[src/rtl/charge_discharge_fsm.sv]
// -----------------------------------------------------------------------------
// charge_discharge_fsm
//   Battery charge/discharge path controller. Debounces the charger-detect and
//   load-request inputs, applies SOC hysteresis to produce full/empty inhibit
//   flags, and sequences the charge and discharge enables through a dead-time
//   state so the two paths are never enabled together. Any fault forces an
//   immediate shutdown into FAULT, which is left only on an explicit clear.
//
// Ports
//   clk              : single clock
//   rst_n            : asynchronous active-low reset
//   charger_present  : raw charger-detect request
//   load_request     : raw load/drive request
//   soc_percent[7:0] : state of charge, 0-100 (larger values clamp to 100)
//   fault_in         : aggregated OV/UV/OT fault, level
//   fault_clear      : single-cycle fault acknowledge
//   charge_en_fsm    : charge path enable (registered)
//   discharge_en_fsm : discharge path enable (registered)
//   state_code[2:0]  : IDLE=0 CHARGE=1 DISCHARGE=2 DEADTIME=3 FAULT=4
//   fault_latched    : high while in FAULT
//   chg_full         : charge inhibit flag (hysteresis on SOC)
//   dis_empty        : discharge inhibit flag (hysteresis on SOC)
// -----------------------------------------------------------------------------
module charge_discharge_fsm #(
  parameter logic [7:0]  SOC_CHG_STOP   = 8'd100,
  parameter logic [7:0]  SOC_CHG_RESUME = 8'd95,
  parameter logic [7:0]  SOC_DIS_CUTOFF = 8'd5,
  parameter logic [7:0]  SOC_DIS_RESUME = 8'd10,
  parameter int unsigned DEBOUNCE_CYC   = 4,
  parameter int unsigned DEADTIME_CYC   = 8
) (
  input  logic       clk,
  input  logic       rst_n,
  input  logic       charger_present,
  input  logic       load_request,
  input  logic [7:0] soc_percent,
  input  logic       fault_in,
  input  logic       fault_clear,
  output logic       charge_en_fsm,
  output logic       discharge_en_fsm,
  output logic [2:0] state_code,
  output logic       fault_latched,
  output logic       chg_full,
  output logic       dis_empty
);

  typedef enum logic [2:0] {
    ST_IDLE      = 3'd0,
    ST_CHARGE    = 3'd1,
    ST_DISCHARGE = 3'd2,
    ST_DEADTIME  = 3'd3,
    ST_FAULT     = 3'd4
  } state_t;

  localparam int unsigned   DB_W    = $clog2(DEBOUNCE_CYC + 1);
  localparam int unsigned   DT_W    = $clog2(DEADTIME_CYC + 1);
  // Debounce flips on the DEBOUNCE_CYC-th differing sample, so the compare
  // value is one less than the required sample count.
  localparam logic [DB_W-1:0] DB_LAST = DB_W'(DEBOUNCE_CYC - 1);
  // Counter runs DEADTIME_CYC-1 .. 0, giving DEADTIME_CYC cycles in the state.
  localparam logic [DT_W-1:0] DT_LOAD = DT_W'(DEADTIME_CYC - 1);
  localparam logic [7:0]      SOC_MAX = 8'd100;

  state_t          r_state;
  logic            r_chg_en;
  logic            r_dis_en;
  logic            r_fault;
  logic            r_chg_full;
  logic            r_dis_empty;
  logic            r_cp_db;
  logic            r_lr_db;
  logic [DB_W-1:0] r_cp_cnt;
  logic [DB_W-1:0] r_lr_cnt;
  logic [DT_W-1:0] r_dt_cnt;

  logic [7:0]      w_soc;
  logic            w_chg_full_nxt;
  logic            w_dis_empty_nxt;
  state_t          w_state_nxt;

  assign w_soc = (soc_percent > SOC_MAX) ? SOC_MAX : soc_percent;

  // Hysteresis flags; the FSM looks at the next-edge value so that a
  // threshold crossing and the resulting state change land on the same edge.
  always_comb begin
    w_chg_full_nxt = r_chg_full;
    if (w_soc >= SOC_CHG_STOP)
      w_chg_full_nxt = 1'b1;
    else if (w_soc <= SOC_CHG_RESUME)
      w_chg_full_nxt = 1'b0;

    w_dis_empty_nxt = r_dis_empty;
    if (w_soc <= SOC_DIS_CUTOFF)
      w_dis_empty_nxt = 1'b1;
    else if (w_soc >= SOC_DIS_RESUME)
      w_dis_empty_nxt = 1'b0;
  end

  always_comb begin
    w_state_nxt = r_state;
    if (fault_in) begin
      w_state_nxt = ST_FAULT;
    end else begin
      case (r_state)
        ST_IDLE: begin
          if (r_cp_db && !w_chg_full_nxt)
            w_state_nxt = ST_CHARGE;
          else if (r_lr_db && !w_dis_empty_nxt)
            w_state_nxt = ST_DISCHARGE;
        end
        ST_CHARGE: begin
          if (!r_cp_db || w_chg_full_nxt)
            w_state_nxt = ST_DEADTIME;
        end
        ST_DISCHARGE: begin
          if (!r_lr_db || w_dis_empty_nxt)
            w_state_nxt = ST_DEADTIME;
        end
        ST_DEADTIME: begin
          if (r_dt_cnt == '0)
            w_state_nxt = ST_IDLE;
        end
        ST_FAULT: begin
          // fault_in is known low here; a clear seen while the fault is
          // still present is simply dropped.
          if (fault_clear)
            w_state_nxt = ST_IDLE;
        end
        default: w_state_nxt = ST_FAULT;
      endcase
    end
  end

  always_ff @(posedge clk or negedge rst_n) begin
    if (!rst_n) begin
      r_state     <= ST_IDLE;
      r_chg_en    <= 1'b0;
      r_dis_en    <= 1'b0;
      r_fault     <= 1'b0;
      r_chg_full  <= 1'b0;
      r_dis_empty <= 1'b0;
      r_cp_db     <= 1'b0;
      r_lr_db     <= 1'b0;
      r_cp_cnt    <= '0;
      r_lr_cnt    <= '0;
      r_dt_cnt    <= '0;
    end else begin
      // Debounce: count consecutive samples that disagree with the filtered
      // value; any agreeing sample restarts the count.
      if (charger_present != r_cp_db) begin
        if (r_cp_cnt == DB_LAST) begin
          r_cp_db  <= charger_present;
          r_cp_cnt <= '0;
        end else begin
          r_cp_cnt <= r_cp_cnt + DB_W'(1);
        end
      end else begin
        r_cp_cnt <= '0;
      end

      if (load_request != r_lr_db) begin
        if (r_lr_cnt == DB_LAST) begin
          r_lr_db  <= load_request;
          r_lr_cnt <= '0;
        end else begin
          r_lr_cnt <= r_lr_cnt + DB_W'(1);
        end
      end else begin
        r_lr_cnt <= '0;
      end

      r_chg_full  <= w_chg_full_nxt;
      r_dis_empty <= w_dis_empty_nxt;

      r_state  <= w_state_nxt;
      r_chg_en <= (w_state_nxt == ST_CHARGE);
      r_dis_en <= (w_state_nxt == ST_DISCHARGE);
      r_fault  <= (w_state_nxt == ST_FAULT);

      if ((w_state_nxt == ST_DEADTIME) && (r_state != ST_DEADTIME))
        r_dt_cnt <= DT_LOAD;
      else if (r_dt_cnt != '0)
        r_dt_cnt <= r_dt_cnt - DT_W'(1);
    end
  end

  assign charge_en_fsm    = r_chg_en;
  assign discharge_en_fsm = r_dis_en;
  assign state_code       = r_state;
  assign fault_latched    = r_fault;
  assign chg_full         = r_chg_full;
  assign dis_empty        = r_dis_empty;

endmodule

[config.mk]
export PLATFORM = sky130hd
export DESIGN_NAME = charge_discharge_fsm
export DESIGN_NICKNAME = d
export VERILOG_FILES = /design/src/rtl/charge_discharge_fsm.sv
export SDC_FILE = /design/constraint.sdc
export NUM_CORES = 1
export LEC_CHECK = 0
export ABC_AREA = 1
export BUFFER_PORTS_ARGS = -buffer_cell sky130_fd_sc_hd__buf_4
export CORE_MARGIN = 2
export CORE_UTILIZATION = 35
export CTS_BUF_LIST = sky130_fd_sc_hd__clkbuf_4
export CTS_CLUSTER_SIZE = 14
export DETAILED_ROUTE_END_ITERATION = 8
export GPL_TIMING_DRIVEN = 0
export SLEW_MARGIN = 30
export SYNTH_ARGS = -nofsm -noshare
export SYNTH_HDL_FRONTEND = slang
export SYNTH_SLANG_ARGS = --single-unit
[constraint.sdc]
create_clock -name clk -period 1.25 [get_ports clk]
set_input_delay 0 -clock clk [delete_from_list [all_inputs] [get_ports clk]]
set_output_delay 0 -clock clk [all_outputs]
set_load 0.05 [all_outputs]
==> results of run 1 <==
==> area by class of cell <==
cell class | count | area share (%)
sequential | 20 | 36.4
multi-input combinational | 71 | 32.4
timing repair buffer | 33 | 18.8
inverter | 27 | 7.46
tap | 31 | 2.79
clock buffer | 4 | 2.16
==> flip-flops by register name (all words and copies together) (netlist names) <==
signal            cells
chg_full              1
r_cp_cnt              3
r_dt_cnt              4
r_lr_db               1
dis_empty             1
state_code            3
fault_latched         1
r_lr_cnt              3
r_cp_db               1
charge_en_fsm         1
discharge_en_fsm      1
==> critical path, stage by stage (launching register included) <==
cell and delay [ns]:
dfrtp_1 0.40, inv_2 0.08, ha_4 0.15, nand3_4 0.07
nand2_1 0.07, nand2_1 0.04, a21oi_1 0.11, nand2_1 0.08
nand2_2 0.09, inv_2 0.06, nand2_4 0.06, nand2_1 0.06
==> cell usage after synthesis, types with 2 or more instances <==
master   number
ha_1          3
xnor2_1       2
nor3b_1       2
nand2_1      24
mux2_2        2
nor2_1       12
dfrtp_1      20
nand2_2       2
a21oi_1       3
inv_1        23
nor3_1        3
o21ai_0       4
inv_2         3
nand3_1       5
==> metrics by stage <==
step	hold WS (ns)	utilization (%)	cells	setup TNS (ns)
2_1_floorplan	-0.296	-	118	-0.373
3_3_place_gp	-0.112	44.2	169	-0.542
3_5_place_dp	-0.110	44.2	169	-0.748
4_1_cts	0.00204	48.8	183	-0.638
5_1_grt	0.0237	50.5	186	-1.52
6_report	0.000396	50.5	186	-0.592
==> what timing repair did <==
item / 4_1_cts / 5_1_grt
buffers inserted: 6 / 3
setup endpoints to repair: 8 / 8
hold buffers: 4 / 0
pin swaps: 10 / 1
endpoints found under the hold margin: 26 / 0
gates cloned: 0 / 0
resized for setup: 4 / 6
==> cell families (layout without fill, tap and decap cells) <==
kind of cell	after synthesis	in the layout	synth area share [%]
mux	2	2	2.23
simple gates	53	53	25.7
fa+ha+maj	3	3	3.71
compound gates	10	10	5.94
xor+xnor	3	3	2.60
flops	20	20	49.5
buf+inv	27	64	10.3
==> power by group through the flow <==
stage	clock network [mW]	logic, mW	registers [mW]
after detailed placement	0	0.872	0.963
final	0.332	1.05	0.944
after floorplan	0	0.595	1.03
after global routing	0.366	1.19	0.963
after CTS	0.345	0.966	0.944
after global placement	0	0.834	0.955
==> cell usage in the layout (no fill, tap or decap), drive strengths merged <==
master       count
nand3b           1
a21boi           2
inv             27
nand4            1
nor2            12
nand3            7
nor3b            2
dlygate4sd3      4
mux2             2
xnor2            2
dfrtp           20
nand2           26
clkbuf           4
nor3             4
o21ai            4
a21oi            3
xor2             1
buf             29
a31oi            1
ha               3
==> layer usage <==
metal / GRT usage (%) / up-vias / part of all wire [%]
li1: - / 437 / -
met1: 15.0 / 385 / 44
met2: 22.9 / 19 / 49
met3: 2.01 / 4 / 5.0
met4: 6.98 / 0 / 2.4
met5: 0 / - / 0
==> how the worst min path moves through the flow <==
stage | from | endpoint | slack, ns | cells after the start
CTS | soc_percent[3] | dis_empty$_DFF_PN0_ | 0.002 | 4
global route | soc_percent[3] | dis_empty$_DFF_PN0_ | 0.02 | 4
global placement | rst_n | r_lr_cnt[1]$_DFF_PN0_ | -0.11 | 1
floorplan | rst_n | charge_en_fsm$_DFF_PN0_ | -0.30 | 0
detailed placement | rst_n | r_lr_cnt[1]$_DFF_PN0_ | -0.11 | 1
finish | soc_percent[3] | dis_empty$_DFF_PN0_ | 0.0004 | 4
==> run_results.csv, run 1 <==
group,metric,value,unit
power_and_ir_drop,seqPwrFrac,40.6,%
setup_path,worst-r2r-cell-count,11,
global_routing,antenna_found_initial,0,
floorplan,ioPinCount,22,
place,dpl.hpwl,1430,um
finish,multi_input_area,452,um^2
clock_tree,ctsLongestPathBuffers,2,
min_path,hp-class,"in -> reg",
global_routing,grt_pass1_vias,849,
status,violations,"negative setup slack",
clock_tree,clkSlewWorstSetupHoldPaths,0.11,ns
clock_tree,worstSkewPairLatency,0.30,ns
logic_synthesis,synth.yosys.seq_area_share,49.5,%
setup_path,crit_start,"r_dt_cnt[0]$_DFFE_PN0P_",
power_and_ir_drop,power,2.33,mW
setup_path,r2r_setup_slack,-0.12,ns
timing,max_freq,0.729,GHz
setup_path,cp.required,1.44,ns
logic_synthesis,syn_area_per_cell,8.57,um^2
setup_path,start_kind,"flip-flop",
place,postPlaceCellArea,1220,um^2
clock_tree,cts-htree-levels,1,
finish,num-fill-cells,261,
detailed_routing,dr.first_iter.drc_count,30,
detailed_routing,final_antenna_net_count,0,
power_and_ir_drop,swShare,37.1,%
logic_synthesis,syn_area,1010,um^2
power_and_ir_drop,vdd_drop_max,0.00104,V
detailed_routing,vias_per_cell,4.54,
logic_synthesis,ys_async_sr_fraction,100,%
floorplan,die_area,3330,um^2
place,io_buffers,20,
detailed_routing,first_pass_iters,4,
timing,post-route-min-period,1.37,ns
logic_synthesis,synth_edf_count,0,
global_routing,gr-total-overflow,0,
floorplan,core_area,2760,um^2
power_and_ir_drop,powerDensity,1670,nW/um^2
global_routing,track_usage,13.0,%
timing,hold_viol_final,0,
setup_path,critPathKind,"reg -> reg",
detailed_routing,drt_drc_violations_left,0,
power_and_ir_drop,clkPwrFrac,14.3,%
setup_path,cp_data_arrival_time,1.57,ns
finish,seq_area,507,um^2
timing,setup_viol,8,
detailed_routing,wl_per_cell,10.4,um
finish,fin_area,1390,um^2
detailed_routing,vias,845,
setup_path,r2r_end,"r_dt_cnt[1]$_DFFE_PN0P_",
logic_synthesis,synth_cell_types,24,
floorplan,start_util,36.7,%
timing,min_period_over_period,110,%
logic_synthesis,synth_nets,135,
logic_synthesis,yosysTopAreaCellShare,49.5,%
global_routing,grt_max_degree,21,
logic_synthesis,syn_inst,118,
clock_tree,cts_tree,"done",
timing,maxSlewViolCount,0,
place,post-place-ws,-0.175,ns
logic_synthesis,yosysTopAreaCell,"dfrtp_1",
logic_synthesis,ys_seq_elements,20,
finish,nNetsFinal,173,
setup_path,crit_path_end,"r_dt_cnt[1]$_DFFE_PN0P_",
floorplan,die_w,57.7,um
finish,diodes,0,
logic_synthesis,yosysWarnings,0,
finish,area_growth,37.7,%
power_and_ir_drop,p_leak,0.753,nW
setup_path,crit_path_max_fanout,3,
timing,fin_ws,-0.121,ns
global_routing,grt_pass1_wl,3370,um
detailed_routing,routed_wl,1930,um
timing,worstMarginPinSlew,0.328,ns
finish,layout-drive-gt1-share,38.7,%
clock_tree,cts_sinks,20,
setup_path,timing.rr.start,"r_dt_cnt[0]$_DFFE_PN0P_",
clock_tree,clockRootBuffer,"clkbuf_4",
status,status,"complete, but fails checks",
clock_tree,cts_made_buffers,3,
timing,rsz0062_at_grt,"true",
setup_path,endpoint_kind,"flip-flop",
logic_synthesis,ys.flop_type,"dfrtp_1",
power_and_ir_drop,p_int,1.46,mW
floorplan,rows,19,
power_and_ir_drop,p_comb_share,45.1,%
job,cap_viol_max_count,0,
timing,fin_skew,0.00802,ns
timing,max_slew_margin,77.9,%
floorplan,die_h,57.7,um
power_and_ir_drop,switchingPower,0.863,mW
logic_synthesis,synth_area_leaders,"dfrtp_1 50%, nand2_1 8.9%, inv_1 8.5%",
place,gp_congestion,0.774,
Power figures use the tool's default switching activity.
==> run 2, diff against run 1 <==
--- a/config.mk
+++ b/config.mk
@@ -8,12 +8,14 @@
 export ABC_AREA = 1
 export BUFFER_PORTS_ARGS = -buffer_cell sky130_fd_sc_hd__buf_4
 export CORE_MARGIN = 2
-export CORE_UTILIZATION = 35
+export CORE_UTILIZATION = 50
 export CTS_BUF_LIST = sky130_fd_sc_hd__clkbuf_4
 export CTS_CLUSTER_SIZE = 14
 export DETAILED_ROUTE_END_ITERATION = 8
 export GPL_TIMING_DRIVEN = 0
+export PLACE_DENSITY = 0.77
 export SLEW_MARGIN = 30
 export SYNTH_ARGS = -nofsm -noshare
 export SYNTH_HDL_FRONTEND = slang
 export SYNTH_SLANG_ARGS = --single-unit
+export TNS_END_PERCENT = 5
==> constraint.sdc (replaced) <==
create_clock -name clk -period 1.1 [get_ports clk]
set_input_delay 0 -clock clk [delete_from_list [all_inputs] [get_ports clk]]
set_output_delay 0 -clock clk [all_outputs]
set_load 0.05 [all_outputs]
==> run_results.csv, run 2 (synthesis gave the netlist of run 1 again) <==
group,metric,value,unit
status,status,"complete, but fails checks",
status,violations,"negative hold slack, negative setup slack",
detailed_routing,final_antenna_net_count,0,
clock_tree,worstSkewPairLatency,0.31,ns
setup_path,crit_path_max_fanout,4,
setup_path,cp.required,1.36,ns
clock_tree,clockRootBuffer,"clkbuf_4",
power_and_ir_drop,vdd_drop_max,0.00148,V
place,gp_congestion,0.817,
setup_path,slowest_stage,"dfrtp_2",
timing,fin_skew,0.00397,ns
timing,setup_tns,-2.66,ns
floorplan,ioPinCount,22,
place,io_buffers,20,
floorplan,die_area,2400,um^2
min_path,hp-start,"soc_percent[3]",
detailed_routing,wl_per_cell,12.6,um
timing,max_freq,0.670,GHz
global_routing,grt_pass1_wl,3590,um
setup_path,endpoint_kind,"flip-flop",
timing,fin_ws,-0.393,ns
clock_tree,cts_tree,"done",
power_and_ir_drop,powerDensity,1920,nW/um^2
finish,area_growth,39.4,%
min_path,hold_path_end,"dis_empty$_DFF_PN0_",
job,cap_viol_max_count,0,
clock_tree,clkSlewWorstSetupHoldPaths,0.11,ns
setup_path,cp_data_arrival_time,1.75,ns
finish,largest_reg_flops,4,
timing,min_period_over_period,136,%
setup_path,start_kind,"flip-flop",
floorplan,rows,16,
finish,final_common_cell,"buf_4",
detailed_routing,routed_wl,2320,um
setup_path,critPathKind,"reg -> reg",
setup_path,cp_cell_sequence,"inv_4 -> a31oi_1 -> nor2_1 -> inv_1 -> nor2_1 -> a21boi_2 -> nand2_4 -> nand2_1",
finish,diodes,0,
finish,fin_area,1410,um^2
setup_path,critical-path-max-stage-delay,0.47,ns
global_routing,grt_max_degree,21,
timing,hold_viol_final,1,
global_routing,grt_pass1_vias,875,
clock_tree,cts_sinks,20,
timing,worstMarginPinSlew,0.295,ns
setup_path,timing.rr.start,"state_code[0]$_DFF_PN0_",
finish,nNetsFinal,175,
finish,most-common-layout-cells,"29 x buf_4, 21 x inv_1, 20 x nand2_1, 15 x dfrtp_1, 12 x nor2_1",
timing,maxSlewViolCount,0,
global_routing,gr-total-overflow,0,
min_path,hp-class,"in -> reg",
setup_path,r2r_end,"r_dt_cnt[1]$_DFFE_PN0P_",
finish,final_util,72.6,%
timing,setup_viol,8,
clock_tree,cts_made_buffers,3,
detailed_routing,first_pass_iters,4,
place,dpl.hpwl,1410,um
finish,top_register,"r_dt_cnt",
detailed_routing,vias_per_cell,5.05,
power_and_ir_drop,p_leak,0.764,nW
timing,post-route-min-period,1.49,ns
floorplan,die_h,49.0,um
place,postPlaceCellArea,1210,um^2
global_routing,antenna_found_initial,0,
floorplan,core_area,1940,um^2
detailed_routing,drt_drc_violations_left,0,
global_routing,track_usage,19.5,%
place,post-place-ws,-0.350,ns
setup_path,worst-r2r-cell-count,8,
floorplan,die_w,49.0,um
detailed_routing,vias,929,
clock_tree,ctsLongestPathBuffers,2,
timing,rsz0062_at_grt,"true",
timing,max_slew_margin,80.1,%
detailed_routing,dr.first_iter.drc_count,14,
finish,layout-drive-gt1-share,40.1,%
clock_tree,cts-htree-levels,1,
timing,holdWs,-0.000202,ns
min_path,hold_depth,4,
setup_path,cp_common_cell,"nor2_1",
setup_path,r2r_setup_slack,-0.39,ns
floorplan,start_util,52.1,%
-- run 2: per-layer routing --
metal  vias up  global-route usage [%]  wire, um  share of wire, %
met5         -                       0         0                 0
met4         0                    8.57        55               2.4
met3         7                    2.76       143               6.2
met2        40                    36.1      1230                53
met1       437                    22.1       891                38
li1        445                       -         -                 -
-- run 2: where the power goes --
| group | switching [mW] | leakage (nW) | total, mW | internal (mW) |
|---|---|---|---|---|
| combinational | 0.686 | 0.504 | 1.25 | 0.561 |
| clock | 0.239 | 0.0154 | 0.372 | 0.133 |
| sequential | 0.145 | 0.245 | 1.09 | 0.942 |
-- run 2: cell type report --
cell class | count | area [um^2]
clock buffer | 3 | 22.5
clock inverter | 1 | 3.75
fill | 139 | 533
inverter | 27 | 106
multi-input combinational | 71 | 455
sequential | 20 | 507
tap | 27 | 33.8
timing repair buffer | 35 | 280
-- run 2: worst max-delay path by stage --
| stage | start | to | slack [ns] | cells after the start |
|---|---|---|---|---|
| 2_1_floorplan | chg_full$_DFF_PN0_ | r_dt_cnt[3]$_DFFE_PN0P_ | -0.23 | 7 |
| 3_3_place_gp | r_dt_cnt[0]$_DFFE_PN0P_ | r_dt_cnt[1]$_DFFE_PN0P_ | -0.31 | 11 |
| 3_5_place_dp | r_dt_cnt[0]$_DFFE_PN0P_ | r_dt_cnt[1]$_DFFE_PN0P_ | -0.35 | 11 |
| 4_1_cts | r_dt_cnt[0]$_DFFE_PN0P_ | r_dt_cnt[1]$_DFFE_PN0P_ | -0.28 | 11 |
| 5_1_grt | state_code[0]$_DFF_PN0_ | r_dt_cnt[1]$_DFFE_PN0P_ | -0.51 | 8 |
| 6_report | state_code[0]$_DFF_PN0_ | r_dt_cnt[1]$_DFFE_PN0P_ | -0.39 | 8 |
-- run 2: worst max-delay path: cells and delay by family, from the launching register on --
family | cells | cell delay [ns]
flops | 1 | 0.47
simple gates | 4 | 0.46
compound gates | 2 | 0.33
buf+inv | 2 | 0.17
-- run 2: per-stage QoR --
stage                     instances  total power [mW]
after floorplan                 118              1.83
final                           184              2.70
after global routing            184              2.91
after detailed placement        165              2.07
after global placement          165              2.01
after CTS                       179              2.60
-- run 2: repair_timing --
item | CTS | global route
setup endpoints to repair | 10 | 10
hold buffers | 4 | 0
pin swaps | 8 | 6
resized for setup | 8 | 8
buffers inserted | 6 | 5
hold endpoints to repair | 28 | 0
